File: config.mk
export PLATFORM = sky130hd
export DESIGN_NAME = fsm_step_scheduler_flat
export DESIGN_NICKNAME = d
export VERILOG_FILES = /design/src/rtl/fsm_step_scheduler_if.sv /design/src/rtl/fsm_step_scheduler.sv /design/src/flat_wrapper.sv
export SDC_FILE = /design/constraint.sdc
export NUM_CORES = 1
export LEC_CHECK = 0
export ABC_AREA = 1
export ABC_CLOCK_PERIOD_IN_PS = 1850
export CORE_MARGIN = 2
export CORE_UTILIZATION = 47
export DETAILED_ROUTE_END_ITERATION = 8
export PLACE_DENSITY = 0.77
export SYNTH_ARGS = -nofsm -noshare
export SYNTH_HDL_FRONTEND = slang
export SYNTH_SLANG_ARGS = --single-unit
File: constraint.sdc
create_clock -name clk -period 1.85 [get_ports clk]
set_input_delay 0.37 -clock clk [delete_from_list [all_inputs] [get_ports clk]]
set_output_delay 0.37 -clock clk [all_outputs]
set_load 0.02 [all_outputs]
File: src/rtl/fsm_step_scheduler_if.sv
// rtl/fsm_step_scheduler_if.sv - requester/datapath signal bundle for fsm_step_scheduler
// Purpose: groups both requester handshakes and the scheduler's datapath/status outputs.
// Signals:
//   req0/cnt0/dir0, req1/cnt1/dir1 : requester request, step count, direction (1 = up)
//   step_en, dir                   : datapath step enable and direction (input A)
//   busy, owner                    : scheduler status, current/last granted requester
//   done0, done1, aborted          : completion pulses, aborted qualifies a done pulse
//   pos                            : shadow 3-bit datapath position
// Modports: master = requester side, slave = scheduler side.
interface fsm_step_scheduler_if #(
    parameter int CNT_W = 4
);
    logic             req0;
    logic [CNT_W-1:0] cnt0;
    logic             dir0;
    logic             req1;
    logic [CNT_W-1:0] cnt1;
    logic             dir1;
    logic             step_en;
    logic             dir;
    logic             busy;
    logic             owner;
    logic             done0;
    logic             done1;
    logic             aborted;
    logic [2:0]       pos;

    modport master (
        output req0, cnt0, dir0, req1, cnt1, dir1,
        input  step_en, dir, busy, owner, done0, done1, aborted, pos
    );

    modport slave (
        input  req0, cnt0, dir0, req1, cnt1, dir1,
        output step_en, dir, busy, owner, done0, done1, aborted, pos
    );
endinterface

File: src/rtl/fsm_step_scheduler.sv
// rtl/fsm_step_scheduler.sv - round-robin scheduler sharing a 3-bit stepping datapath
// Purpose: grants one of two requesters, issues exactly N step enables in the
//   requested direction, then pulses that requester's done (with aborted if it
//   withdrew its request early). A shadow position mirrors the datapath state.
// Ports:
//   clk   : system clock, rising edge
//   reset : asynchronous active-low reset
//   bus   : fsm_step_scheduler_if slave modport (requests in, datapath/status out)
// Every output is a register; no input reaches an output combinationally.
module fsm_step_scheduler #(
    parameter int CNT_W = 4
) (
    input  logic                   clk,
    input  logic                   reset,
    fsm_step_scheduler_if.slave    bus
);

    typedef enum logic [1:0] {
        IDLE = 2'd0,
        STEP = 2'd1,
        DONE = 2'd2
    } state_t;

    state_t           state;
    logic [CNT_W-1:0] remaining;
    logic             last_owner;

    logic             grant_valid;
    logic             grant_sel;
    logic [CNT_W-1:0] grant_cnt;
    logic             grant_dir;
    logic             owner_req;

    always_comb begin
        grant_valid = bus.req0 | bus.req1;
        // On a tie the requester that did not win last time gets the grant.
        grant_sel   = (bus.req0 && bus.req1) ? ~last_owner : bus.req1;
        grant_cnt   = grant_sel ? bus.cnt1 : bus.cnt0;
        grant_dir   = grant_sel ? bus.dir1 : bus.dir0;
        owner_req   = bus.owner ? bus.req1 : bus.req0;
    end

    always_ff @(posedge clk or negedge reset) begin
        if (!reset) begin
            state       <= IDLE;
            remaining   <= '0;
            last_owner  <= 1'b1;
            bus.step_en <= 1'b0;
            bus.dir     <= 1'b0;
            bus.busy    <= 1'b0;
            bus.owner   <= 1'b0;
            bus.done0   <= 1'b0;
            bus.done1   <= 1'b0;
            bus.aborted <= 1'b0;
            bus.pos     <= 3'd0;
        end else begin
            case (state)
                IDLE: begin
                    bus.done0   <= 1'b0;
                    bus.done1   <= 1'b0;
                    bus.aborted <= 1'b0;
                    if (grant_valid) begin
                        bus.owner  <= grant_sel;
                        last_owner <= grant_sel;
                        remaining  <= grant_cnt;
                        bus.dir    <= grant_dir;
                        bus.busy   <= 1'b1;
                        if (grant_cnt != '0) begin
                            state       <= STEP;
                            bus.step_en <= 1'b1;
                        end else begin
                            // Zero-length request completes without any step.
                            state     <= DONE;
                            bus.done0 <= ~grant_sel;
                            bus.done1 <= grant_sel;
                        end
                    end
                end

                STEP: begin
                    // step_en was high this cycle, so this step always counts,
                    // including the cycle in which the owner dropped its request.
                    remaining <= remaining - CNT_W'(1);
                    bus.pos   <= bus.dir ? bus.pos + 3'd1 : bus.pos - 3'd1;
                    if (remaining == CNT_W'(1) || !owner_req) begin
                        state       <= DONE;
                        bus.step_en <= 1'b0;
                        bus.done0   <= ~bus.owner;
                        bus.done1   <= bus.owner;
                        // Withdrawal on the final step still delivered all N steps.
                        bus.aborted <= (remaining != CNT_W'(1));
                    end
                end

                DONE: begin
                    state       <= IDLE;
                    bus.busy    <= 1'b0;
                    bus.done0   <= 1'b0;
                    bus.done1   <= 1'b0;
                    bus.aborted <= 1'b0;
                end

                default: begin
                    state       <= IDLE;
                    bus.step_en <= 1'b0;
                    bus.busy    <= 1'b0;
                    bus.done0   <= 1'b0;
                    bus.done1   <= 1'b0;
                    bus.aborted <= 1'b0;
                end
            endcase
        end
    end

endmodule

File: src/flat_wrapper.sv
// flat-port wrapper written by rule: the top's interface ports become plain ports
module fsm_step_scheduler_flat 
#(
    parameter int CNT_W = 4
)
  (clk, reset, bus_req0, bus_cnt0, bus_dir0, bus_req1, bus_cnt1, bus_dir1, bus_step_en, bus_dir, bus_busy, bus_owner, bus_done0, bus_done1, bus_aborted, bus_pos);
  fsm_step_scheduler_if #(.CNT_W(CNT_W)) bus_i ();
  input  logic clk;
  input  logic reset;
  input wire logic [$bits(bus_i.req0)-1:0] bus_req0;
  input wire logic [$bits(bus_i.cnt0)-1:0] bus_cnt0;
  input wire logic [$bits(bus_i.dir0)-1:0] bus_dir0;
  input wire logic [$bits(bus_i.req1)-1:0] bus_req1;
  input wire logic [$bits(bus_i.cnt1)-1:0] bus_cnt1;
  input wire logic [$bits(bus_i.dir1)-1:0] bus_dir1;
  output wire logic [$bits(bus_i.step_en)-1:0] bus_step_en;
  output wire logic [$bits(bus_i.dir)-1:0] bus_dir;
  output wire logic [$bits(bus_i.busy)-1:0] bus_busy;
  output wire logic [$bits(bus_i.owner)-1:0] bus_owner;
  output wire logic [$bits(bus_i.done0)-1:0] bus_done0;
  output wire logic [$bits(bus_i.done1)-1:0] bus_done1;
  output wire logic [$bits(bus_i.aborted)-1:0] bus_aborted;
  output wire logic [$bits(bus_i.pos)-1:0] bus_pos;
  assign bus_i.req0 = bus_req0;
  assign bus_i.cnt0 = bus_cnt0;
  assign bus_i.dir0 = bus_dir0;
  assign bus_i.req1 = bus_req1;
  assign bus_i.cnt1 = bus_cnt1;
  assign bus_i.dir1 = bus_dir1;
  assign bus_step_en = bus_i.step_en;
  assign bus_dir = bus_i.dir;
  assign bus_busy = bus_i.busy;
  assign bus_owner = bus_i.owner;
  assign bus_done0 = bus_i.done0;
  assign bus_done1 = bus_i.done1;
  assign bus_aborted = bus_i.aborted;
  assign bus_pos = bus_i.pos;
  fsm_step_scheduler #(.CNT_W(CNT_W)) u_core (.clk(clk), .reset(reset), .bus(bus_i));
endmodule
==> reports/metrics.yaml <==
global_route:
  grt_max_degree: 12
  antenna_found_initial: 0
  track_usage: 0.1877
  gr-total-overflow: 0
  grt_pass1_wl_um: 3484
  grt_pass1_vias: 817
routing:
  avgRoutedWirePerCell_um: 11.13
  first_pass_iters: 4
  detail-route-antenna-nets: 0
  drt_iter0_markers: 32
  drt_wl_total_um: 2025
  drc_errors: 0
  vias: 892
  viasPerCell: 4.901
pwr:
  max-vdd-ir-drop_uv: 856.6
  leakagePower_nw: 0.6611
  powerDensity_mw_per_mm2: 1598
synthesis:
  synth-seq-cells: 17
  ys_types: 21
  yosysSeqAreaShare: 0.4523
  syn_avg_cell_area_um2: 7.670
  synth_cells: 123
  syn_nets: 140
  syn_area_um2: 943.4
  ys_warn_count: 0
cts:
  cts_tree: "built"
  root_buffer: "clkbuf_4"
  cts_buffer_depth: 2
  postCtsSetupBuffers: 0
  hold_buffers: 0
  path_clk_slew_ns: 0.10
  cts_inserted_buffers: 3
  clk_latency_ns: 0.28
  cts_sinks: 17
  cts-htree-levels: 1
  ctsResizeCount: 0
sta:
  slew_headroom: 0.7972
  min_period_ns: 1.716
  min_period_over_period: 0.9274
  whs_ns: 0.3229
  max_freq_mhz: 582.8
  rsz0062_at_grt: "false"
  drv_slew: 0
  finalSetupViolCount: 0
  tightest_slew_ns: 0.3033
  fin_skew_ns: 0.004014
  setup_tns_ns: 0
  hold_viol_final: 0
  setup_ws_ns: 0.1343
die:
  die-area_mm2: 0.002381
  row_count: 16
  dieHeight_um: 48.80
  coreArea_mm2: 0.001922
  start_util: 0.4909
  dieWidth_um: 48.80
  ios: 24
critical_path:
  crit_type: "reg2out"
  crit_family: "buffers and inverters"
  cp-end-kind: "output pin"
  cp.required_ns: 1.48
  rr_startpoint: "u_core.state[1]"
  crit_chain: "clkdlybuf4s50_1"
  crit_fanout: 3
  worstSetupStartpoint: "u_core.bus.pos[0]"
  worst-path-buf-inv: 1
  slowest_stage: "clkdlybuf4s50_1"
  startpoint_type: "flip-flop"
  max_stage_delay_ns: 0.63
  critPathArrivalTime_ns: 1.35
  r2r_setup_slack_ns: 0.35
place:
  pre_cts_slack_ns: 0.02302
  port_buffers: 23
  routabilityCongestion: 0.8382
  hpwl_um: 1631
status:
  status: "finished, final reports clean"
job:
  drv_cap: 0
finish:
  layout.nets: 173
  n_antenna_cell: 0
  synthToLayoutAreaGrowth_pct: 34.88
  drive_gt1_frac: 0.1097
hold_path:
  min_path_type: "in2async"
-- cells by family after synthesis --
kind of cell,share of synthesized area
AO/OA/AOI/OAI,0.08886
adder cells (fa/ha/maj),0.04774
XOR/XNOR,0.02786
flip-flops,0.4523
AND/OR/NAND/NOR,0.3077
buffers and inverters,0.07559
-- routing by layer --
layer / global-route usage / routed length (um) / vias up
met2: 0.2900 / 924 / 34
met1: 0.2596 / 958 / 409
met5: 0 / 0 / -
met4: 0.06667 / 22 / 0
li1: - / - / 447
met3: 0.04294 / 120 / 2
-- state kept, by name, indices dropped and copies added, names as in the netlist --
register,flops
u_core.remaining,4
u_core.bus.pos,3
u_core.state,2
u_core.bus.aborted,1
u_core.bus.busy,1
u_core.bus.dir,1
u_core.bus.done0,1
u_core.bus.done1,1
u_core.bus.owner,1
u_core.bus.step_en,1
u_core.last_owner,1
-- where the power goes --
group	switching (mW)	total (mW)	internal, mW	leakage, nW
registers	0.122	0.687	0.565	0.203
logic	0.666	1.15	0.484	0.440
clock network	0.117	0.197	0.0802	0.0177
total	0.905	2.03	1.13	0.661
-- placed cells by master (no fill, tap or decap) --
cell type and instances:
nand2_2 3, nor2_2 2, dfstp_2 1, a21oi_1 6, clkbuf_4 3, clkdlybuf4s50_1 23
a31oi_1 2, buf_4 5, xor2_1 1, fa_1 1, nor2_1 4, nand3_1 7
dfrtp_1 16, inv_2 1, nand3b_1 3, clkinv_2 1, or2_1 1, nand2_1 45
inv_1 18, o21ai_0 5, xnor2_1 2, ha_1 2, a221oi_1 1, o211ai_1 1
nand2_4 1
-- path summary, 6_finish.rpt --
| kind | to | depth (start not counted) |
|---|---|---|
| hold / removal | u_core.bus.pos[0] | 1 |
| setup reg to reg | u_core.bus.done1 | 7 |
| max in group asynchronous | u_core.bus.done1 | 2 |
| setup / recovery | bus_pos[0] | 1 |
| min in group clk | u_core.bus.aborted | 2 |
| hold reg to reg | u_core.bus.aborted | 2 |
-- cell usage after synthesis --
library cell	instances	area, um2
nor2_2	2	12.51
dfrtp_1	16	400.4
ha_1	2	25.02
a221oi_1	1	8.760
a31oi_1	2	12.51
nand3_1	7	35.03
nand2_1	45	168.9
nand2_4	1	11.26
a21oi_1	6	30.03
o21ai_0	5	25.02
dfstp_2	1	26.28
inv_2	1	3.750
nand2_2	3	18.77
xor2_1	1	8.760
or2_1	1	6.260
nand3b_1	3	22.52
nor2_1	4	15.01
fa_1	1	20.02
o211ai_1	1	7.510
xnor2_1	2	17.52
inv_1	18	67.56
-- metrics by stage --
step	util	power [mW]	instance area (um2)	cells
2_1_floorplan	-	1.392	943.4	123
4_1_cts	0.6621	2.040	1272	182
3_3_place_gp	0.6478	1.807	1245	178
3_5_place_dp	0.6478	1.839	1245	178
5_1_grt	0.6621	2.207	1272	182
6_report	0.6621	2.034	1272	182
-- cell type report --
cell class	instances	area, um2
Clock buffer	3	22.52
Clock inverter	1	5.005
Fill cell	176	649.4
Inverter	19	71.32
Multi-Input combinational cell	87	445.4
Sequential cell	17	426.7
Tap cell	27	33.78
Timing Repair Buffer	28	267.8
No activity file was read; power rests on OpenSTA's default activity.
==> patch: new RTL, same flow settings <==
`CNT_W` is set to 4 in 3 places; all go to 6.
--- a/src/rtl/fsm_step_scheduler_if.sv
+++ b/src/rtl/fsm_step_scheduler_if.sv
@@ -8,7 +8,7 @@
 //   pos                            : shadow 3-bit datapath position
 // Modports: master = requester side, slave = scheduler side.
 interface fsm_step_scheduler_if #(
-    parameter int CNT_W = 4
+    parameter int CNT_W = 6
 );
     logic             req0;
     logic [CNT_W-1:0] cnt0;
--- a/src/rtl/fsm_step_scheduler.sv
+++ b/src/rtl/fsm_step_scheduler.sv
@@ -8,7 +8,7 @@
 //   bus   : fsm_step_scheduler_if slave modport (requests in, datapath/status out)
 // Every output is a register; no input reaches an output combinationally.
 module fsm_step_scheduler #(
-    parameter int CNT_W = 4
+    parameter int CNT_W = 6
 ) (
     input  logic                   clk,
     input  logic                   reset,
--- a/src/flat_wrapper.sv
+++ b/src/flat_wrapper.sv
@@ -1,7 +1,7 @@
 // flat-port wrapper written by rule: the top's interface ports become plain ports
 module fsm_step_scheduler_flat 
 #(
-    parameter int CNT_W = 4
+    parameter int CNT_W = 6
 )
   (clk, reset, bus_req0, bus_cnt0, bus_dir0, bus_req1, bus_cnt1, bus_dir1, bus_step_en, bus_dir, bus_busy, bus_owner, bus_done0, bus_done1, bus_aborted, bus_pos);
   fsm_step_scheduler_if #(.CNT_W(CNT_W)) bus_i ();
Ports: changed (resized bus_cnt0 and bus_cnt1); port bits go from 24 to 28. The function was not compared with the original's and may differ.
==> patch against the original RTL <==
  * Synthesized area is 28% higher
  * Worst setup slack worse by 2.5 ps
  * Clock power is 10% higher
  * Die area is 25% higher
  * Critical path depth stayed put
  * Power is 19% higher
  * Fmax is 0.15% lower
  * Final area is 23% higher
  * Critical path type unchanged
  * Hold slack better by 43 ps
  * Largest power group unchanged
  * Via count is 20% higher
  * Sequential cell count is 2 higher
  * Routed wire length is 32% higher
  * Combinational power is 23% higher
==> patch: results (changes against the original RTL) <==
Outcome: complete, no violations
Setup WS pre-CTS: -3.56 ps (-26.6 ps)
Biggest regs: u_core.remaining: 6 flops, u_core.bus.pos: 3 flops, u_core.state: 2 flops
Count of unique library cells instantiated by Yosys: 30 (+43%)
Clock Latency Late Sink: 300 ps (+20 ps)
Skew final: 7.18 ps (+3.17 ps)
Clock Path Buffers: 2 (unchanged)
Vias in the first global route: 1055 (+29%)
Syn Inst Count: 147 (+20%)
Placed Cells: 209 (+17%)
DP Wirelength: 2.16 mm (+33%)
Root buffer cell: clkbuf_4
Routability cong.: 0.914 (+9.1%)
Met2 Wirelength: 1.36 mm (+47%)
H-tree depth: 1 (unchanged)
FF-to-FF Start: u_core.remaining[2]$_DFFE_PN0P_
Met3 wire length: 100 µm (-17%)
Gr usage total: 0.209 (+0.0214)
Share of layout cells above drive strength 1: 0.208 (+0.0980)
Post-synth top cells: nand2_1 (41), dfrtp_1 (18), inv_1 (15), nand2_2 (7)
Crit path max fanout: 3 (unchanged)
Hold Fails Final Rpt: 0 (unchanged)
WL final: 2.67 mm (+32%)
Crit path launch: u_core.bus.pos[0]$_DFFE_PN0P_
Initial DRC Count: 13 (-59%)
Slew @ Worst Pin: 448 ps (+145 ps)
Dpl cell area: 0.00154 mm² (+24%)
VDD IR max: 1.01 mV (+18%)
Clk pin slew, worst setup/hold paths: 120 ps (+20 ps)
Drt wl/cell: 12.5 µm (+13%)
Async SR Flop Fraction: 1.00 (unchanged)
Top FF cell, synth: dfrtp_1
Synth top area cells: dfrtp_1 (37%), nand2_1 (13%), inv_1 (4.7%)
FILL cells: 214 (+22%)
Seq/Total Area, Yosys: 0.396 (-0.0562)
Highest metal used: met4
Ys Warns: 0 (unchanged)
Slowest CP cell: clkdlybuf4s50_1
Port Buffers: 27 (+17%)
First-pass GRT wire length: 4.35 mm (+25%)
Leak: 0.000767 µW (+16%)
Setup Buffers After CTS: 0 (unchanged)
Delay-heaviest family, CP: buffers and inverters
Via/cell ratio: 5.02 (+2.5%)
Met1 Wirelength: 1.18 mm (+23%)
CP max stage delay: 620 ps
Psw: 1110 µW (+22%)
Syn_nets: 168 (+20%)
Post_cts resized: 0 (unchanged)
Min-Delay Path Class: in -> async
patch: cell count changes after synthesis, moves of 3 or more:
cell,unedited run,this run
inv_1,18,15
nand2_1,45,41
nand2_2,3,7
nand4_1,0,4
inv_2,1,6
nor2_4,0,5
o21ai_1,0,4
patch: metal layers:
layer  vias up  track usage
met5         -            0
met4         0       0.0708
met3         5       0.0383
met2        24        0.379
met1       499        0.244
li1        542            -
patch: path summary, 6_finish.rpt:
| path | slack (ps) | endpoint | cells past startpoint |
|---|---|---|---|
| max reg2reg | 340 | u_core.bus.step_en$_DFFE_PN0P_ | 8 |
| max in group asynchronous | 970 | u_core.remaining[1]$_DFFE_PN0P_ | 2 |
| min reg2reg | 490 | u_core.bus.pos[2]$_DFFE_PN0P_ | 1 |
| min | 370 | u_core.bus.owner$_DFFE_PN0P_ | 1 |
| max | 130 | bus_pos[0] | 1 |
| min in group clk | 490 | u_core.bus.pos[2]$_DFFE_PN0P_ | 1 |
patch: cells by family (layout without fill, tap and decap cells):
| group | count (synthesis) | in the layout | synth area share |
|---|---|---|---|
| buffers and inverters | 23 | 59 | 0.0842 |
| xor gates and xnor gates | 4 | 4 | 0.0291 |
| and+or+nand+nor | 77 | 77 | 0.345 |
| adders and majority gates | 3 | 3 | 0.0374 |
| DFF | 19 | 19 | 0.396 |
| AOI/OAI and AO/OA | 21 | 21 | 0.108 |
patch: through the flow:
step,hold slack [ps],power [µW]
final,366,2420
after global routing,408,2630
after CTS,388,2430
after detailed placement,475,2210
after global placement,460,2160
after floorplan,74.4,1730
patch: power groups by stage:
stage / clock (µW) / combinational (µW) / sequential [µW]
3_5_place_dp: 0 / 1420 / 794
2_1_floorplan: 0 / 839 / 893
6_report: 217 / 1420 / 783
5_1_grt: 236 / 1590 / 807
4_1_cts: 223 / 1420 / 787
3_3_place_gp: 0 / 1380 / 783
patch: final cells by class:
class	count	area, µm²	area share
Multi-Input combinational cell	105	626	0.399
Sequential cell	19	477	0.304
Timing Repair Buffer	34	323	0.206
Clock inverter	1	5.00	0.00319
Clock buffer	3	22.5	0.0144
Inverter	21	78.8	0.0502
Tap cell	30	37.5	0.0239
